==> src/rtl/bcd_display_scanner.sv <==
// Scans NUM_DIGITS packed BCD digits onto one shared 7-segment decoder; optional LEADING_ZERO_BLANK_EN adds leading-zero blanking and a blank_out port.
// Latency: outputs are registered and change only on a prescaler tick; first slot appears SCAN_DIV enabled edges after reset release.
// Backpressure: none; en=0 freezes the prescaler and every output, and the count resumes where it stopped.
`timescale 1ns/1ps

module bcd_display_scanner #(
    parameter int NUM_DIGITS = 4,
    parameter int SCAN_DIV   = 1000
) (
    input  logic                          clk,
    input  logic                          rst_n,
    input  logic                          en,
    input  logic [4*NUM_DIGITS-1:0]       digits_in,
    input  logic [NUM_DIGITS-1:0]         dp_in,
    output logic [3:0]                    bcd_out,
    output logic                          dp_out,
    output logic [NUM_DIGITS-1:0]         anode_n,
    output logic [$clog2(NUM_DIGITS)-1:0] digit_idx,
`ifdef LEADING_ZERO_BLANK_EN
    output logic                          blank_out,
`endif
    output logic                          bad_digit
);

    localparam int IW = $clog2(NUM_DIGITS);
    localparam int PW = (SCAN_DIV > 1) ? $clog2(SCAN_DIV) : 1;
    localparam logic [PW-1:0] PRESC_MAX = PW'(SCAN_DIV - 1);
    localparam logic [IW-1:0] LAST_IDX  = IW'(NUM_DIGITS - 1);

    // Prescaler and scan state
    logic [PW-1:0]           prescaler;
    logic                    tick;
    logic                    running;

    // Frame snapshot, held stable for a whole scan so the display never tears
    logic [4*NUM_DIGITS-1:0] snap_digits;
    logic [NUM_DIGITS-1:0]   snap_dp;

    // Next-slot selection
    logic                    wrap;
    logic [IW-1:0]           next_idx;
    logic [4*NUM_DIGITS-1:0] src_digits;
    logic [NUM_DIGITS-1:0]   src_dp;
    logic [3:0]              sel_digit;
    logic                    sel_dp;
    logic                    sel_blank;

    // Next registered output values
    logic [3:0]              nxt_bcd;
    logic                    nxt_dp;
    logic                    nxt_bad;
    logic [NUM_DIGITS-1:0]   nxt_anode_n;

`ifdef LEADING_ZERO_BLANK_EN
    logic [NUM_DIGITS-1:0]   snap_blank;
    logic [NUM_DIGITS-1:0]   src_blank;
    logic [NUM_DIGITS-1:0]   fresh_blank;

    // Walk down from the most significant digit, blanking zeros without a
    // decimal point until the first significant digit; digit 0 always stays lit.
    function automatic logic [NUM_DIGITS-1:0] blank_mask(
        input logic [4*NUM_DIGITS-1:0] digits,
        input logic [NUM_DIGITS-1:0]   dps
    );
        logic [NUM_DIGITS-1:0] mask;
        logic                  blanking;
        mask     = '0;
        blanking = 1'b1;
        for (int j = NUM_DIGITS - 1; j >= 1; j--) begin
            if (blanking && (digits[4*j +: 4] == 4'd0) && !dps[j]) begin
                mask[j] = 1'b1;
            end else begin
                blanking = 1'b0;
            end
        end
        return mask;
    endfunction

    assign fresh_blank = blank_mask(digits_in, dp_in);
`endif

    assign tick = en && (prescaler == PRESC_MAX);

    // Prescaler: counts enabled cycles, wraps to zero on the tick, holds while en=0
    always_ff @(posedge clk or negedge rst_n) begin
        if (!rst_n) begin
            prescaler <= '0;
        end else if (en) begin
            if (prescaler == PRESC_MAX) begin
                prescaler <= '0;
            end else begin
                prescaler <= prescaler + 1'b1;
            end
        end
    end

    // Pick the slot driven on the next tick; a wrap (or the very first tick)
    // takes its data straight from the inputs, which is also what gets snapshotted
    always_comb begin
        wrap        = !running || (digit_idx == LAST_IDX);
        next_idx    = wrap ? '0 : digit_idx + 1'b1;
        src_digits  = wrap ? digits_in : snap_digits;
        src_dp      = wrap ? dp_in : snap_dp;
        sel_digit   = src_digits[{next_idx, 2'b00} +: 4];
        sel_dp      = src_dp[next_idx];
`ifdef LEADING_ZERO_BLANK_EN
        src_blank   = wrap ? fresh_blank : snap_blank;
        sel_blank   = src_blank[next_idx];
`else
        sel_blank   = 1'b0;
`endif
        nxt_anode_n = ~(NUM_DIGITS'(1) << next_idx);
        nxt_bcd     = sel_digit;
        nxt_dp      = sel_dp;
        nxt_bad     = 1'b0;
        if (sel_blank) begin
            // Blanked slot keeps its time slot but lights nothing
            nxt_anode_n = '1;
            nxt_bcd     = 4'd0;
            nxt_dp      = 1'b0;
        end else if (sel_digit > 4'd9) begin
            // Non-BCD code: force all-ones so the decoder shows its error glyph
            nxt_bcd     = 4'b1111;
            nxt_bad     = 1'b1;
        end
    end

    // Snapshot capture on the first tick after reset and on every wrap tick
    always_ff @(posedge clk or negedge rst_n) begin
        if (!rst_n) begin
            snap_digits <= '0;
            snap_dp     <= '0;
`ifdef LEADING_ZERO_BLANK_EN
            snap_blank  <= '0;
`endif
        end else if (tick && wrap) begin
            snap_digits <= digits_in;
            snap_dp     <= dp_in;
`ifdef LEADING_ZERO_BLANK_EN
            snap_blank  <= fresh_blank;
`endif
        end
    end

    // Registered slot outputs, updated only on a tick
    always_ff @(posedge clk or negedge rst_n) begin
        if (!rst_n) begin
            running   <= 1'b0;
            digit_idx <= '0;
            anode_n   <= '1;
            bcd_out   <= 4'd0;
            dp_out    <= 1'b0;
            bad_digit <= 1'b0;
`ifdef LEADING_ZERO_BLANK_EN
            blank_out <= 1'b0;
`endif
        end else if (tick) begin
            running   <= 1'b1;
            digit_idx <= next_idx;
            anode_n   <= nxt_anode_n;
            bcd_out   <= nxt_bcd;
            dp_out    <= nxt_dp;
            bad_digit <= nxt_bad;
`ifdef LEADING_ZERO_BLANK_EN
            blank_out <= sel_blank;
`endif
        end
    end

endmodule
==> config.mk <==
export PLATFORM = sky130hd
export DESIGN_NAME = bcd_display_scanner
export DESIGN_NICKNAME = d
export VERILOG_FILES = /design/src/rtl/bcd_display_scanner.sv
export SDC_FILE = /design/constraint.sdc
export NUM_CORES = 1
export LEC_CHECK = 0
export ABC_CLOCK_PERIOD_IN_PS = 4300
export CORE_MARGIN = 2
export CORE_UTILIZATION = 35
export DETAILED_ROUTE_END_ITERATION = 8
export SYNTH_ARGS = -nofsm -noshare
export SYNTH_HDL_FRONTEND = slang
export SYNTH_SLANG_ARGS = --single-unit
export TNS_END_PERCENT = 20
==> constraint.sdc <==
create_clock -name clk -period 4.3 [get_ports clk]
set_input_delay 0.645 -clock clk [delete_from_list [all_inputs] [get_ports clk]]
set_output_delay 0.645 -clock clk [all_outputs]
set_load 0.01 [all_outputs]
==> summary.txt, run 1 <==
Cells and area
  • Final Util: 45.48%
  • Fraction of layout cells with a size suffix above 1: 21.69%
  • Fill count: 515
  • Synthesis-to-finish area growth: 24.68%
  • # diodes: 0
  • Final nets: 213

STA
  • Period utilisation layout: 71.38%
  • RSZ-0062 raised after global routing: no
  • Worst Tran Pin Value: 1.150 ns
  • Setup TNS: 0 ns
  • WHS: 0.4791 ns
  • Fin crit period: 3.069 ns
  • Slew HR: 23.17%
  • Fmax: 325.8 MHz
  • Final Hold Vio Count: 0
  • Max Transition Viols Final: 0
  • Final setup viols: 0
  • Worst Clk Skew: 0.009739 ns

Synth
  • Post-Syn Instances: 154
  • Post-synthesis simple-gate area fraction: 10.65%
  • Post-Syn Area: 2033 um2
  • Largest family of logic cells by synthesized area: multiplexers
  • Ys async rst share: 100.0%
  • Synth Area in XOR/XNOR: 2.154%
  • Synth area leader: dfrtp_1
  • EDFF count, synth: 0
  • #FFs+latches synth: 43
  • Yosys top cell area share: 48.00%
  • Compound-Gate Fraction of Synth Area: 7.015%
  • Mux share of post-synthesis cell area: 22.83%
  • Synth area leaders: dfrtp_1, mux2_4, mux4_2
  • Ys flop type: dfrtp_1
  • Synth warnings: 0
  • Syn nets: 179
  • Yosys cell types: 35
  • Sequential element share of the synthesized area: 53.17%
  • Post-synthesis adder-cell area fraction: 1.231%
  • Avg Inst Size Synth: 13.20 um2

Die
  • I/O Pins: 35
  • Initial Utilization: 36.48%
  • Die area: 6434 um2
  • Die H: 80.22 um
  • Placement row count: 27
  • Core area: 5574 um2
  • Die X: 80.22 um

Global routing
  • First-pass GRT wire length: 6989 um
  • Met1 usage: 18.67%
  • Initial antenna violation count: 0
  • GR Overflow Total: 0
  • Number of global-route vias before repair: 1,412
  • Busiest grt layer: met2
  • GRT met3 Usage: 3.371%
  • Tot GR Track Use: 14.15%
  • Met2 usage: 22.67%
  • Largest net degree at the start of global routing: 44

Clock network
  • PostCTS Resize Cnt: 0
  • Clock Sinks: 43
  • Hold buffers post-CTS: 0
  • CTS tree: built
  • Root buffer cell: clkbuf_8
  • Htree depth: 2
  • Max Root-Sink Buffers: 2
  • CTS Buf Count: 5
  • Worst skew pair latency: 0.30 ns
  • Post-CTS Setup Inserts: 0
  • Worst-path clk slew: 0.08 ns

Outcome
  • Outcome: finished clean

Power
  • Clock Power Share: 38.0%
  • Pleak: 1.180 nW
  • Seq pwr share: 53.2%
  • Int Pwr: 0.0006572 W
  • Net Sw Frac: 23.36%
  • PD cells: 338.3 nW/um2
  • Switching pwr: 0.0002003 W
  • Combinational share of power: 8.8%
  • Worst vdd ir: 167.1 uV

Min path
  • Hold Path Class: input pin to asynchronous set/reset pin

Critical path
  • Worst R2R Path Depth: 6
  • CP Class: input pin to flip-flop
  • Crit end category: flip-flop
  • Data required time at the worst endpoint: 4.47 ns
  • Startpoint types: input pin
  • Reg-to-reg startpoint: prescaler[0]
  • CP Launch Point: en
  • R2R setup slack: 1.62 ns
  • Crit path max fanout: 24
  • CP arrival: 3.24 ns
  • Worst Setup EP: snap_digits[14]
  • Worst R2R End: snap_digits[14]

Routing
  • Wirelength, routed: 3896 um
  • Via count: 1,314
  • 1st-pass router iterations: 4
  • DR vias/cell: 5.034
  • Drc violations: 0
  • DRT antenna net count: 0
  • Iteration-0 DRC Markers: 74
  • Wirelength per Cell: 14.93 um

Placement
  • DP HPWL: 2756 um
  • Routability Congestion: 0.7651
  • PortBufs: 34

Flow run
  • Max Cap Viol: 0
## per-layer routing
layer / vias to the layer above / share of wire [%]
met4: 0 / 1.3
met1: 660 / 44
met5: - / 0
li1: 619 / -
met3: 4 / 4.5
met2: 31 / 50
## through the flow
step,instance area (um2),setup slack [ns],power [W],cells
2_1_floorplan,2033,2.206,0.0004974,154
3_3_place_gp,2417,1.009,0.0005342,253
3_5_place_dp,2417,0.9200,0.0005394,253
4_1_cts,2535,1.225,0.0008672,261
5_1_grt,2535,1.054,0.0009012,261
6_report,2535,1.231,0.0008575,261
## kinds of logic (layout without fill, tap and decap cells)
kind of cell             count (synthesis)  count (layout)
AO/OA/AOI/OAI                           22              22
XOR/XNOR                                 5               5
adder cells (fa/ha/maj)                  2               2
buffers and inverters                   11              46
flip-flops                              43              43
multiplexers                            30              30
AND/OR/NAND/NOR                         41              41
## registers in the layout, indices dropped and copies added, names as in the netlist
| register | flops |
|---|---|
| digit_idx | 2 |
| anode_n | 4 |
| bcd_out | 4 |
| snap_digits | 16 |
| dp_out | 1 |
| running | 1 |
| bad_digit | 1 |
| snap_dp | 4 |
| prescaler | 10 |
## final cells by class
cell class / instances / area [um2] / share of cell area (%)
multi-input cells: 100 / 892.1 / 35.19
clock buffers: 6 / 82.58 / 3.258
clock inverters: 2 / 35.03 / 1.382
inverters: 3 / 11.26 / 0.4442
well taps: 72 / 90.09 / 3.554
flip-flops and latches: 43 / 1081 / 42.65
repair buffers: 35 / 342.8 / 13.52
## cell usage after synthesis, types with 4 or more instances
library cell	number
dfstp_2	4
dfrtp_1	39
nand3_1	6
mux4_2	5
nand2_1	12
mux2i_1	4
xnor2_1	4
nor2_1	8
mux2_4	20
o21ai_0	8
## layout by cell type (no fill, tap or decap), types with 4 or more instances in the layout
master           Yosys  layout
mux4_2               5       5
dfrtp_1             39      39
nand3_1              6       6
nor2_1               8       8
dfstp_2              4       4
clkdlybuf4s50_1      0      33
o21ai_0              8       8
mux2_4              20      20
xnor2_1              4       4
nand2_1             12      12
mux2i_1              4       4
clkbuf_8             0       6
## power by group through the flow
stage,Combinational [W],Sequential (W),Clock [W]
3_5_place_dp,0.0000773,0.000462,0
5_1_grt,0.0000863,0.000460,0.000355
4_1_cts,0.0000774,0.000455,0.000335
3_3_place_gp,0.0000734,0.000461,0
2_1_floorplan,0.0000408,0.000457,0
6_report,0.0000756,0.000456,0.000326
## critical path: stages
cell and delay (ns):
clkdlybuf4s50_1 0.60, nand3_1 0.23, nor3b_4 0.23, buf_4 0.27
nand2_1 0.70, mux2_4 0.55
## how the worst min path moves through the flow
stage,endpoint,slack [ns],cells after the start
after global routing,anode_n[0],0.52,2
final,snap_digits[11],0.48,1
after floorplan,bad_digit,0.35,0
after CTS,anode_n[0],0.49,2
after detailed placement,bcd_out[3],0.48,2
after global placement,bcd_out[3],0.47,2
No activity file was read; power rests on OpenSTA's default activity.
==> run 2, diff against run 1 <==
--- a/config.mk
+++ b/config.mk
@@ -5,7 +5,7 @@
 export SDC_FILE = /design/constraint.sdc
 export NUM_CORES = 1
 export LEC_CHECK = 0
-export ABC_CLOCK_PERIOD_IN_PS = 4300
+export ABC_CLOCK_PERIOD_IN_PS = 2900
 export CORE_MARGIN = 2
 export CORE_UTILIZATION = 35
 export DETAILED_ROUTE_END_ITERATION = 8
==> constraint.sdc (replaced) <==
create_clock -name clk -period 2.9 [get_ports clk]
set_input_delay 0.435 -clock clk [delete_from_list [all_inputs] [get_ports clk]]
set_output_delay 0.435 -clock clk [all_outputs]
set_load 0.01 [all_outputs]
==> run 2 against run 1 <==
Compared with the run above:
- worst hold slack got worse by 0.20 ns
- sequential power rose by 48%
- utilization rose by 0.54 points
- clock power rose by 67%
- clock skew rose by 0.0020 ns
- combinational power rose by 47%
- global-route usage rose by 0.37 points
- design area rose by 1.2%
- sequential share of layout area fell by 0.50 points
- critical path type is now flip-flop to flip-flop
- largest cell class unchanged
- largest power group unchanged
- highest routed layer unchanged
==> summary.txt, run 2 (synthesis results as in run 1) <==
Placement
  • Dpl ws: 0.4112 ns (was 0.9200 ns)
  • Post-placement cell area: 2432 um2 (was 2417 um2)
  • DP HPWL: 2947 um (was 2756 um)
  • Routability Congestion: 0.7395 (was 0.7651)
  • PortBufs: 34 (unchanged)

Critical path
  • R2R setup slack: 0.41 ns (was 1.62 ns)
  • Crit end category: flip-flop (unchanged)
  • Buf/Inv on CP: 0 (was 2)
  • CP Launch Point: digit_idx[0] (was en)
  • CP arrival: 2.67 ns (was 3.24 ns)
  • Critical-path cell list: ha_1, mux4_2, mux2i_1, a21oi_1, mux2_2 (was clkdlybuf4s50_1, nand3_1, nor3b_4, buf_4, nand2_1, mux2_4)
  • Top delay family on crit path: multiplexers (was simple AND/OR/NAND/NOR gates)
  • Reg-to-reg startpoint: digit_idx[0] (was prescaler[0])
  • Crit path max fanout: 9 (was 24)
  • Worst R2R End: bad_digit (was snap_digits[14])
  • Data required time at the worst endpoint: 3.08 ns (was 4.47 ns)
  • CP Class: flip-flop to flip-flop (was input pin to flip-flop)
  • Slowest CP cell: ha_1 (was nand2_1)
  • Worst Setup EP: bad_digit (was snap_digits[14])
  • Startpoint types: flip-flop (was input pin)
  • Worst R2R Path Depth: 5 (was 6)
  • Critical Path Max Stage Delay: 0.62 ns (was 0.70 ns)
  • Critical path depth: 5 (was 6)

Global routing
  • Met2 usage: 24.83% (was 22.67%)
  • Tot GR Track Use: 14.52% (was 14.15%)
  • Initial antenna violation count: 0 (unchanged)
  • First-pass GRT wire length: 6996 um (was 6989 um)
  • Largest net degree at the start of global routing: 44 (unchanged)
  • Busiest grt layer: met2 (unchanged)
  • Number of global-route vias before repair: 1,410 (was 1,412)
  • Met1 usage: 17.51% (was 18.67%)
  • GRT met3 Usage: 3.371% (unchanged)
  • GR Overflow Total: 0 (unchanged)

Cells and area
  • Commonest non-fill, non-tap cell in the layout: dfrtp_1 (unchanged)
  • Fraction of layout cells with a size suffix above 1: 21.99% (was 21.69%)
  • Most frequent cells in the layout: dfrtp_1, clkdlybuf4s50_1, mux2_4 (unchanged)
  • Top reg by flops: snap_digits (unchanged)
  • Layout Cell Area excl Fill: 2565 um2 (was 2535 um2)
  • Top Registers: snap_digits x16, prescaler x10 (unchanged)
  • # diodes: 0 (unchanged)
  • Synthesis-to-finish area growth: 26.15% (was 24.68%)
  • Max reg flops: 16 (unchanged)
  • Final nets: 215 (was 213)
  • Final Util: 46.02% (was 45.48%)
  • Fill count: 497 (was 515)

Die
  • Placement row count: 27 (unchanged)
  • Core area: 5574 um2 (unchanged)
  • I/O Pins: 35 (unchanged)
  • Die X: 80.22 um (unchanged)
  • Die area: 6434 um2 (unchanged)
  • Initial Utilization: 36.48% (unchanged)
  • Die H: 80.22 um (unchanged)

Clock network
  • PostCTS Resize Cnt: 0 (unchanged)
  • Worst-path clk slew: 0.09 ns (was 0.08 ns)
  • Post-CTS Setup Inserts: 0 (unchanged)
  • Htree depth: 2 (unchanged)
  • Worst skew pair latency: 0.30 ns (about the same)
  • CTS Buf Count: 5 (unchanged)
  • Hold buffers post-CTS: 0 (unchanged)
  • Max Root-Sink Buffers: 2 (unchanged)
  • Clock Sinks: 43 (unchanged)
  • CTS tree: built (unchanged)
  • Root buffer cell: clkbuf_8 (unchanged)

Power
  • PD cells: 518.7 nW/um2 (was 338.3 nW/um2)
  • Pleak: 1.194 nW (was 1.180 nW)
  • Worst vdd ir: 225.5 uV (was 167.1 uV)
  • Total power: 0.001330 W (was 0.0008575 W)

Flow run
  • Max Cap Viol: 0 (unchanged)

STA
  • Worst Tran Pin Value: 0.9538 ns (was 1.150 ns)
  • Worst Clk Skew: 0.01172 ns (was 0.009739 ns)
  • Setup TNS: 0 ns (unchanged)
  • Slew HR: 36.41% (was 23.17%)
  • Max Transition Viols Final: 0 (unchanged)
  • Period utilisation layout: 85.93%
  • Final Hold Vio Count: 0 (unchanged)
  • Setup WS post-layout: 0.4080 ns (was 1.231 ns)
  • RSZ-0062 raised after global routing: no (unchanged)
  • Fin crit period: 2.492 ns
  • Final setup viols: 0 (unchanged)
  • Fmax: 401.3 MHz

Routing
  • DR vias/cell: 4.996 (was 5.034)
  • 1st-pass router iterations: 4 (unchanged)
  • Iteration-0 DRC Markers: 93 (was 74)
  • Wirelength per Cell: 15.60 um (was 14.93 um)
  • Drc violations: 0 (unchanged)
  • DRT antenna net count: 0 (unchanged)
  • Wirelength, routed: 4102 um (was 3896 um)
  • Via count: 1,314 (unchanged)

Outcome
  • Outcome: finished clean (unchanged)

Min path
  • Hold Path Class: input pin to asynchronous set/reset pin (unchanged)
## run 2: area by class of cell
| cell class | instances | area [um2] | area share (%) |
|---|---|---|---|
| clock inverters | 2 | 60.06 | 2.341 |
| flip-flops and latches | 43 | 1081 | 42.15 |
| multi-input cells | 100 | 892.1 | 34.78 |
| clock buffers | 6 | 72.57 | 2.829 |
| inverters | 3 | 11.26 | 0.4390 |
| well taps | 72 | 90.09 | 3.512 |
| repair buffers | 37 | 357.8 | 13.95 |
## run 2: power breakdown
group | switching, W | total [W] | leakage [nW] | internal (W)
sequential | 0.0000403 | 0.000675 | 0.570 | 0.000635
clock | 0.000201 | 0.000545 | 0.0654 | 0.000344
combinational | 0.0000497 | 0.000111 | 0.558 | 0.0000609
## run 2: worst min-delay path by stage
stage | startpoint | endpoint
after global routing | rst_n | snap_digits[12]
after global placement | running | running
after floorplan | rst_n | bad_digit
final | rst_n | snap_digits[12]
after CTS | rst_n | snap_digits[12]
after detailed placement | anode_n[0] | anode_n[0]
## run 2: routing by layer
metal	vias up	share of wire [%]
met5	-	0
met2	24	51
li1	625	-
met1	661	44
met4	0	1.6
met3	4	3.1
## run 2: metrics by stage
stage / std cells / hold WS (ns)
finish: 263 / 0.2798
global route: 263 / 0.3486
CTS: 263 / 0.2979
detailed placement: 255 / 0.4815
global placement: 255 / 0.4744
floorplan: 154 / 0.1394
